File: config.mk
export PLATFORM = sky130hd
export DESIGN_NAME = uart_prog_loader
export DESIGN_NICKNAME = d
export VERILOG_FILES = /design/src/rtl/uart_prog_loader.sv
export SDC_FILE = /design/constraint.sdc
export NUM_CORES = 1
export LEC_CHECK = 0
export BUFFER_PORTS_ARGS = -buffer_cell sky130_fd_sc_hd__buf_2
export CAP_MARGIN = 15
export CORE_ASPECT_RATIO = 0.5
export CORE_UTILIZATION = 40
export DETAILED_ROUTE_END_ITERATION = 6
export RECOVER_POWER = 25
export SLEW_MARGIN = 15
export SYNTH_ARGS = -nofsm -noshare
export SYNTH_HDL_FRONTEND = slang
export SYNTH_SLANG_ARGS = --single-unit
File: constraint.sdc
create_clock -name clk -period 2.84 [get_ports clk]
set_input_delay 0.284 -clock clk [delete_from_list [all_inputs] [get_ports clk]]
set_output_delay 0.284 -clock clk [all_outputs]
set_load 0.02 [all_outputs]
File: src/rtl/uart_prog_loader.sv
// uart_prog_loader: receives a length-prefixed program image over UART 8N1,
// packs it into 32-bit little-endian words and writes them into instruction
// ROM through the upg_* port. While a load runs the CPU is held off the ROM.
//
// state | meaning
// ------+-------------------------------------------------------------
// IDLE  | after reset, CPU owns ROM, waiting for start
// LEN0  | waiting for word-count low byte
// LEN1  | waiting for word-count high byte, range-checked on arrival
// DATA  | collecting the four bytes of the current word
// WRITE | single-cycle ROM write of the assembled word
// DONE  | image complete, CPU owns ROM again, done flag held
// ERR   | load aborted (bad length, framing error or timeout)
module uart_prog_loader #(
  parameter int CLK_FREQ    = 100000000,
  parameter int BAUD        = 115200,
  parameter int TIMEOUT_CYC = 10000000,
  parameter int MAX_WORDS   = 16384
) (
  input  logic        clk,
  input  logic        rst,
  input  logic        start,
  input  logic        rx,
  output logic        upg_rst_o,
  output logic        upg_wen_o,
  output logic [13:0] upg_adr_o,
  output logic [31:0] upg_dat_o,
  output logic        upg_done_o,
  output logic        busy,
  output logic        err
);

  localparam int BAUD_DIV = CLK_FREQ / BAUD;
  localparam int BW       = $clog2(BAUD_DIV + 1);
  localparam int TW       = $clog2(TIMEOUT_CYC + 1);

  localparam logic [BW-1:0] HALF_LD = BW'(BAUD_DIV / 2 - 1);
  localparam logic [BW-1:0] FULL_LD = BW'(BAUD_DIV - 1);
  localparam logic [TW-1:0] TO_LD   = TW'(TIMEOUT_CYC - 1);
  localparam logic [16:0]   MAX_N   = 17'(MAX_WORDS);

  // ---------------- receiver ----------------
  typedef enum logic [1:0] {RX_IDLE, RX_START, RX_DATA, RX_STOP} rx_state_t;

  rx_state_t       rx_state, rx_state_nx;
  logic            rx_s1, rx_s2, rx_prev;
  logic [BW-1:0]   baud_cnt;
  logic [2:0]      bit_idx;
  logic [7:0]      rx_shift;
  logic            byte_valid, frame_err;
  logic            baud_tc, rx_fall;

  assign baud_tc = (baud_cnt == '0);
  assign rx_fall = rx_prev & ~rx_s2;

  // Two-flop synchronizer plus one history flop for falling-edge detection
  always_ff @(posedge clk or negedge rst) begin
    if (!rst) begin
      rx_s1   <= 1'b1;
      rx_s2   <= 1'b1;
      rx_prev <= 1'b1;
    end else begin
      rx_s1   <= rx;
      rx_s2   <= rx_s1;
      rx_prev <= rx_s2;
    end
  end

  // Receiver state register
  always_ff @(posedge clk or negedge rst) begin
    if (!rst) rx_state <= RX_IDLE;
    else      rx_state <= rx_state_nx;
  end

  // Receiver next state: start-bit recheck at mid-bit filters glitches
  always_comb begin
    rx_state_nx = rx_state;
    case (rx_state)
      RX_IDLE:  if (rx_fall) rx_state_nx = RX_START;
      RX_START: if (baud_tc) rx_state_nx = rx_s2 ? RX_IDLE : RX_DATA;
      RX_DATA:  if (baud_tc && bit_idx == 3'd7) rx_state_nx = RX_STOP;
      RX_STOP:  if (baud_tc) rx_state_nx = RX_IDLE;
      default:  rx_state_nx = RX_IDLE;
    endcase
  end

  // Receiver datapath: baud down-counter, LSB-first shifter, byte/frame pulses
  always_ff @(posedge clk or negedge rst) begin
    if (!rst) begin
      baud_cnt   <= '0;
      bit_idx    <= 3'd0;
      rx_shift   <= 8'd0;
      byte_valid <= 1'b0;
      frame_err  <= 1'b0;
    end else begin
      byte_valid <= 1'b0;
      frame_err  <= 1'b0;
      if (rx_state == RX_IDLE) begin
        if (rx_fall) baud_cnt <= HALF_LD;
      end else if (baud_tc) begin
        baud_cnt <= FULL_LD;
      end else begin
        baud_cnt <= baud_cnt - 1'b1;
      end
      if (rx_state == RX_START) bit_idx <= 3'd0;
      if (rx_state == RX_DATA && baud_tc) begin
        rx_shift <= {rx_s2, rx_shift[7:1]};
        bit_idx  <= bit_idx + 3'd1;
      end
      if (rx_state == RX_STOP && baud_tc) begin
        byte_valid <= rx_s2;
        frame_err  <= ~rx_s2;
      end
    end
  end

  // ---------------- loader FSM ----------------
  typedef enum logic [2:0] {IDLE, LEN0, LEN1, DATA, WRITE, DONE, ERR} state_t;

  state_t        state, state_nx;
  logic [15:0]   n_words;
  logic [15:0]   len_full;
  logic [1:0]    k;
  logic [TW-1:0] idle_cnt;
  logic          active, idle_tc, len_bad, last_word, can_start;

  assign active    = (state == LEN0) || (state == LEN1) || (state == DATA);
  assign idle_tc   = active && (idle_cnt == '0) && !byte_valid;
  assign len_full  = {rx_shift, n_words[7:0]};
  assign len_bad   = (len_full == 16'd0) || ({1'b0, len_full} > MAX_N);
  assign last_word = ({2'b00, upg_adr_o} == (n_words - 16'd1));
  assign can_start = start && (state == IDLE || state == DONE || state == ERR);

  // Loader state register
  always_ff @(posedge clk or negedge rst) begin
    if (!rst) state <= IDLE;
    else      state <= state_nx;
  end

  // Loader next state: start only honoured when not busy, aborts take priority
  always_comb begin
    state_nx = state;
    case (state)
      IDLE, DONE, ERR: if (start) state_nx = LEN0;
      LEN0: begin
        if (frame_err || idle_tc) state_nx = ERR;
        else if (byte_valid)      state_nx = LEN1;
      end
      LEN1: begin
        if (frame_err || idle_tc) state_nx = ERR;
        else if (byte_valid)      state_nx = len_bad ? ERR : DATA;
      end
      DATA: begin
        if (frame_err || idle_tc)         state_nx = ERR;
        else if (byte_valid && k == 2'd3) state_nx = WRITE;
      end
      WRITE:   state_nx = last_word ? DONE : DATA;
      default: state_nx = IDLE;
    endcase
  end

  // Loader datapath: length, word assembly, address and inter-byte timeout
  always_ff @(posedge clk or negedge rst) begin
    if (!rst) begin
      n_words   <= 16'd0;
      k         <= 2'd0;
      upg_adr_o <= 14'd0;
      upg_dat_o <= 32'd0;
      idle_cnt  <= '0;
    end else begin
      if (can_start || byte_valid) idle_cnt <= TO_LD;
      else if (active && idle_cnt != '0) idle_cnt <= idle_cnt - 1'b1;
      if (can_start) begin
        upg_adr_o <= 14'd0;
        k         <= 2'd0;
      end
      case (state)
        LEN0: if (byte_valid) n_words[7:0]  <= rx_shift;
        LEN1: if (byte_valid) n_words[15:8] <= rx_shift;
        DATA: begin
          if (byte_valid) begin
            upg_dat_o[{k, 3'b000} +: 8] <= rx_shift;
            k <= k + 2'd1;
          end
        end
        WRITE: begin
          k <= 2'd0;
          if (!last_word) upg_adr_o <= upg_adr_o + 14'd1;
        end
        default: ;
      endcase
    end
  end

  // Loader outputs decoded from state so async reset clears them immediately
  always_comb begin
    upg_wen_o  = 1'b0;
    busy       = 1'b0;
    upg_done_o = 1'b0;
    err        = 1'b0;
    case (state)
      LEN0, LEN1, DATA: busy = 1'b1;
      WRITE: begin
        busy      = 1'b1;
        upg_wen_o = 1'b1;
      end
      DONE:    upg_done_o = 1'b1;
      ERR:     err        = 1'b1;
      default: ;
    endcase
    upg_rst_o = ~busy;
  end

endmodule

Yosys cells after proc, flatten, opt, wreduce, memory -nomap -nowiden:

Index checks and enable logic that the tools add are counted.

* output and inout bits: 51
* memories: 0
* RAM bits: 0
* memory bits (read-only): 0
* register bits after elaboration: 119
* logic and storage cells: 116
* input bits: 4
* latch bits: 0

* div/mod/pow operators: 0
* muxes and demuxes: 36
* shift operators: 2
* equality and inequality tests: 20
* magnitude comparators: 1
* add/sub/neg operators: 7
* bitwise operators: 3
* multiply operators: 0
* reductions and logical operators: 31

Operators with widths (count)
* 2-to-1 mux 24 bit: 2
* 2-to-1 mux 14 bit: 3
* 2-to-1 mux 3 bit: 11
* bitwise mux 32 bit: 1
* variable shift 8 x 7 -> 32 bit (first input constant): 1
* indexed part select 8 x 7 -> 32 bit: 1
* 2-to-1 mux 10 bit: 3
* logical NOT 24 bit: 1
* nonzero test 24 bit: 1
* subtractor 24 x 1 -> 24 bit (second input constant): 1
* == test 14 x 16 -> 1 bit: 1
* > comparator 16 x 15 -> 1 bit (second input constant): 1
* logical NOT 16 bit: 1
* subtractor 16 x 1 -> 16 bit (second input constant): 1
* one-hot mux 3 bit (5 select lines): 1
* adder 14 x 1 -> 14 bit (second input constant): 1
* 2-to-1 mux 2 bit: 7
* == test 3 bit (second input constant): 4
* logical NOT 10 bit: 1
* != test 2 bit (second input constant): 5
* subtractor 10 x 1 -> 10 bit (second input constant): 1
* logical AND 1 bit: 8
* one-hot mux 2 bit (4 select lines): 1
* AND reduction 4 bit: 2
* 21 further kinds: 40

Longest topological paths before layout:

* depth after elaboration: 8
* depth in mapped cells: 10

Worst setup path after synthesis:

No wires, ideal clock.

* path type: register to register
* start: register n_words[0]
* end: register upg_adr_o[6]
* data required time: 2.714 ns
* slack: 0.287 ns
* stages on the path, launching flop included: 11
* arrival: 2.427 ns
* path buffers: 1
* cell sequence: dfrtp_1 inv_1 ha_1 or4b_1 nor2_1 a311oi_1 a211oi_1 o2111a_2 buf_6 nor4_1 a221o_1

* cells in the longest elaborated chain, start to end: 4

Ends and longest elaborated chain
* start, declared: RTL line 121 `logic [15:0] n_words;`
* start signal, assigned: RTL line 178 `LEN0: if (byte_valid) n_words[7:0] <= rx_shift;`
* subtractor 16 x 1 -> 16 bit: RTL line 131 `assign last_word = ({2'b00, upg_adr_o} == (n_words - 16'd1));`
* == test 14 x 16 -> 1 bit: RTL line 131
* 2-to-1 mux 14 bit: RTL line 188 `if (!last_word) upg_adr_o <= upg_adr_o + 14'd1;`
* 2-to-1 mux 14 bit: RTL line 177 `case (state)`
* end signal, assigned: RTL line 188
* end, declared: RTL line 26 `output logic [13:0] upg_adr_o,`

Every way passes these cells.
A chain may end at the register's enable or synchronous reset.

Worst setup path in the final report:

* start: register n_words[3]
* end: register upg_adr_o[8]

The elaborated chain is that of the path after synthesis.

==> metrics list <==
* Global-route wire length before repair: 25,340 µm
- Count of boundary I/O pins: 55
- Entering global routing, the biggest net connects 48 pins.
- Ordered list of cells on the worst path: or4_4, nor4_4, mux2i_2, a221oi_4, o2111a_2, buf_4, or4_1, nand2_1
- After synthesis the netlist holds a flip-flop and latch count of 119.
* Initial Util: 41.03%
- Wire length reported by the detailed router: 14,800 µm
* Portion of netlist area occupied by mux cells: 5.223%
- In the final layout, the multi-input gates occupy 0.003228 mm².
- Post-Syn Instances: 670
- Timing would allow up to 364.2 MHz.
* Total area of sequential cells: 0.002985 mm²
- Global router's overall resource usage: 19.34%
* Number of iterations in the first detailed-routing pass: 6
- Later-pin clock latency in the skew report: 0.41 ns
- Of all nets on the critical path, the largest fanout is 8.
- The detail route stage leaves a number of antenna-violating nets equal to 0.
- STA puts the critical path data required time at 3.19 ns.
- Reg clk slew, reported paths: 0.06 ns
* Synth Area in Compound Gates: 13.35%
* Measured slew at the worst slew-check pin: 1.226 ns
- IR Drop Worst-Case VDD: 506.6 µV
* Gpl congestion: 0.8479
* Via count of the first global-routing pass: 4,996
- Counting I/O delays and the setup requirement, the final critical path takes 2.746 ns.
- Setup clock skew after layout: 0.01543 ns
* Number of sinks handled by clock tree synthesis: 119
- The final count of hold timing violations came to 0.
* Most common flop cell mapped by yosys: sky130_fd_sc_hd__dfrtp_1
* Highest-count cells in the layout ignoring fill and taps: 113 x sky130_fd_sc_hd__dfrtp_1, 104 x sky130_fd_sc_hd__nand2_1, 53 x sky130_fd_sc_hd__o21ai_0, 52 x sky130_fd_sc_hd__buf_2, 44 x sky130_fd_sc_hd__nor2_1
- During synthesis, Yosys emitted a total of 0 warnings.
- The synthesized netlist devotes 22.79% of its cell area to simple gates.
* Final standard cell utilization of the core: 49.97%
* Buffer levels on the longest clock path: 2
* Sum of net half-perimeters after detailed placement: 9995 µm
- Layout cell share with drive strength beyond 1: 23.31%
* Average wire per standard cell: 15.43 µm
- Summing over every cut layer, the via total after detailed routing is 5,080.
* Vertical extent of the die: 90.92 µm
* Worst slew margin: 18.29%
* Hold Slack: 0.3419 ns
- Critical-path top delay cell: sky130_fd_sc_hd__or4_4
- In this run, distinct cell masters in the synthesized netlist total 65.
- LEAKAGE: 3.479 nW
- Count of input and output buffers: 54
* Kind of launch point of the worst setup path: flip-flop
- Adder-cell area share of the yosys netlist: 2.572%
- Data arrives at the worst endpoint at 3.09 ns.
- The synthesized netlist devotes 5.539% of its cell area to XOR and XNOR gates.
- TritonCTS built the clock tree.
- The floorplan step set the die width to 179.8 µm.
- Setup violations remaining at the end of the flow were counted as 0.
- The H-tree was split into 4 levels.
- Class of the tightest hold or removal check: in2reg
- Summed instance area of the synthesized netlist: 0.006325 mm²
- Dominant combinational cell family by area after synthesis: simple AND/OR/NAND/NOR gates
- The detailed router finished its first iteration with 353 violations.
* Leading cell type in the layout, fill and taps excluded: sky130_fd_sc_hd__dfrtp_1
- After detailed routing, the number of remaining DRC violations is 2.
- Crit. End Element: flip-flop
- The critical path is of the reg2reg type.
* Grt ovf: 0
* Cell type group with the largest total delay on the critical path: simple AND/OR/NAND/NOR gates
* WP buf/inv: 1
* TritonCTS Buffers: 17
- The final reports fail on design-rule violations.
* Area delta synth->final: 21.78%
- Placeable Area: 0.01541 mm²
- Site Rows: 32
- Max Transition Viols Final: 0
- The number of nets handed over by synthesis was 687.
- In this run the power density over the cells is 714.0 mW/mm².
* Final period utilization: 96.68%
- Asr flop ratio synth: 100.0%
- Fin nets: 759
- After detailed routing, the number of vias per cell comes to 5.297.
* Clock root buffer: sky130_fd_sc_hd__clkbuf_16
* Number of violations of the max-capacitance limit: 0
- The die covers 0.01635 mm².
* Result of the run: complete, but fails checks
* Number of antenna violations at the first check in global routing: 0
- # fillers: 1,438
* Part of the Yosys area used for sequential elements: 47.14%
* Number of flops mapped to enable cells by yosys: 0
- Mean instance size in the synthesized netlist: 9.440 µm²
- The largest single stage delay on the critical path is 0.58 ns.
- Number of antenna repair diodes: 0
power by group:
group / internal, mW / switching (mW) / total (mW)
logic: 0.427 / 0.706 / 1.13
registers: 1.83 / 0.153 / 1.98
clock network: 1.57 / 0.820 / 2.39
total: 3.82 / 1.68 / 5.50
per-layer routing:
layer	GRT usage [%]	part of all wire (%)	vias up
met2	30.80	47	61
met1	26.52	50	2498
met5	0	0	-
li1	-	-	2511
met4	5.963	0.78	0
met3	3.952	2.6	10
stage by stage:
stage | power [mW] | instances | instance area (µm²) | worst slack [ns] | TNS (ns)
CTS | 5.561 | 956 | 7621 | 0.01762 | 0
global placement | 3.134 | 919 | 6907 | 0.03493 | 0
detailed placement | 3.147 | 919 | 6907 | -0.08808 | -0.5226
floorplan | 2.793 | 670 | 6325 | 0.2868 | 0
finish | 5.499 | 959 | 7702 | 0.09426 | 0
global route | 5.782 | 959 | 7702 | -0.01013 | -0.01794
synthesized netlist by cell type, types with 11 or more instances:
| master | n | area [µm²] |
|---|---|---|
| sky130_fd_sc_hd__xnor2_1 | 24 | 210.2 |
| sky130_fd_sc_hd__nand3_1 | 26 | 130.1 |
| sky130_fd_sc_hd__or3_1 | 17 | 106.4 |
| sky130_fd_sc_hd__nand2_1 | 104 | 390.4 |
| sky130_fd_sc_hd__clkbuf_1 | 24 | 90.09 |
| sky130_fd_sc_hd__a21oi_1 | 29 | 145.1 |
| sky130_fd_sc_hd__ha_1 | 13 | 162.7 |
| sky130_fd_sc_hd__inv_1 | 18 | 67.56 |
| sky130_fd_sc_hd__o21ai_0 | 53 | 265.3 |
| sky130_fd_sc_hd__mux2_2 | 24 | 270.3 |
| sky130_fd_sc_hd__nor4_1 | 11 | 68.82 |
| sky130_fd_sc_hd__nor3_1 | 20 | 100.1 |
| sky130_fd_sc_hd__dfrtp_1 | 116 | 2903 |
| sky130_fd_sc_hd__xor2_1 | 16 | 140.1 |
| sky130_fd_sc_hd__nor2_1 | 45 | 168.9 |
area by class of cell:
class	count	share of cell area, %
timing repair buffer	86	6.644
multi-input combinational	500	41.91
sequential	119	38.76
clock buffer	18	5.572
clock inverter	14	2.924
tap	204	3.314
inverter	18	0.8772
sequential cells by signal (all words and copies together) (netlist names), 2 cells and up, named ones only:
name,flops
bit_idx,3
upg_dat_o,32
state,3
upg_adr_o,14
idle_cnt,24
rx_shift,8
baud_cnt,10
n_words,16
k,2
final timing paths:
kind                       startpoint            end  slack (ns)  cells after the start
hold / removal                  start           k[0]        0.34                      4
setup reg to reg           n_words[3]   upg_adr_o[8]        0.09                      8
max in group asynchronous         rst    rx_shift[7]        0.50                      3
hold reg to reg                 rx_s1          rx_s2        0.36                      0
min in group asynchronous         rst  upg_adr_o[13]        0.65                      2
setup / recovery           n_words[3]   upg_adr_o[8]        0.09                      8
tightest hold or removal path, cell delays in order:
cell and delay, ns:
sky130_fd_sc_hd__buf_2 0.14, sky130_fd_sc_hd__a21oi_1 0.14, sky130_fd_sc_hd__o21ai_0 0.07, sky130_fd_sc_hd__o21ai_0 0.06
what timing repair did:
item,4_1_cts,5_1_grt
buffers inserted,2,3
hold buffers,2,0
pin swaps,5,4
gates cloned,1,0
hold endpoints to repair,46,0
endpoints found under the setup margin,9,16
resized for setup,2,18
cell families (layout without fill, tap and decap cells):
family	count (synthesis)	after routing
xor+xnor	40	40
flops	119	119
mux	30	30
simple gates	284	284
compound gates	132	133
buf+inv	52	136
fa+ha+maj	13	13
No activity file was read; power rests on OpenSTA's default activity.
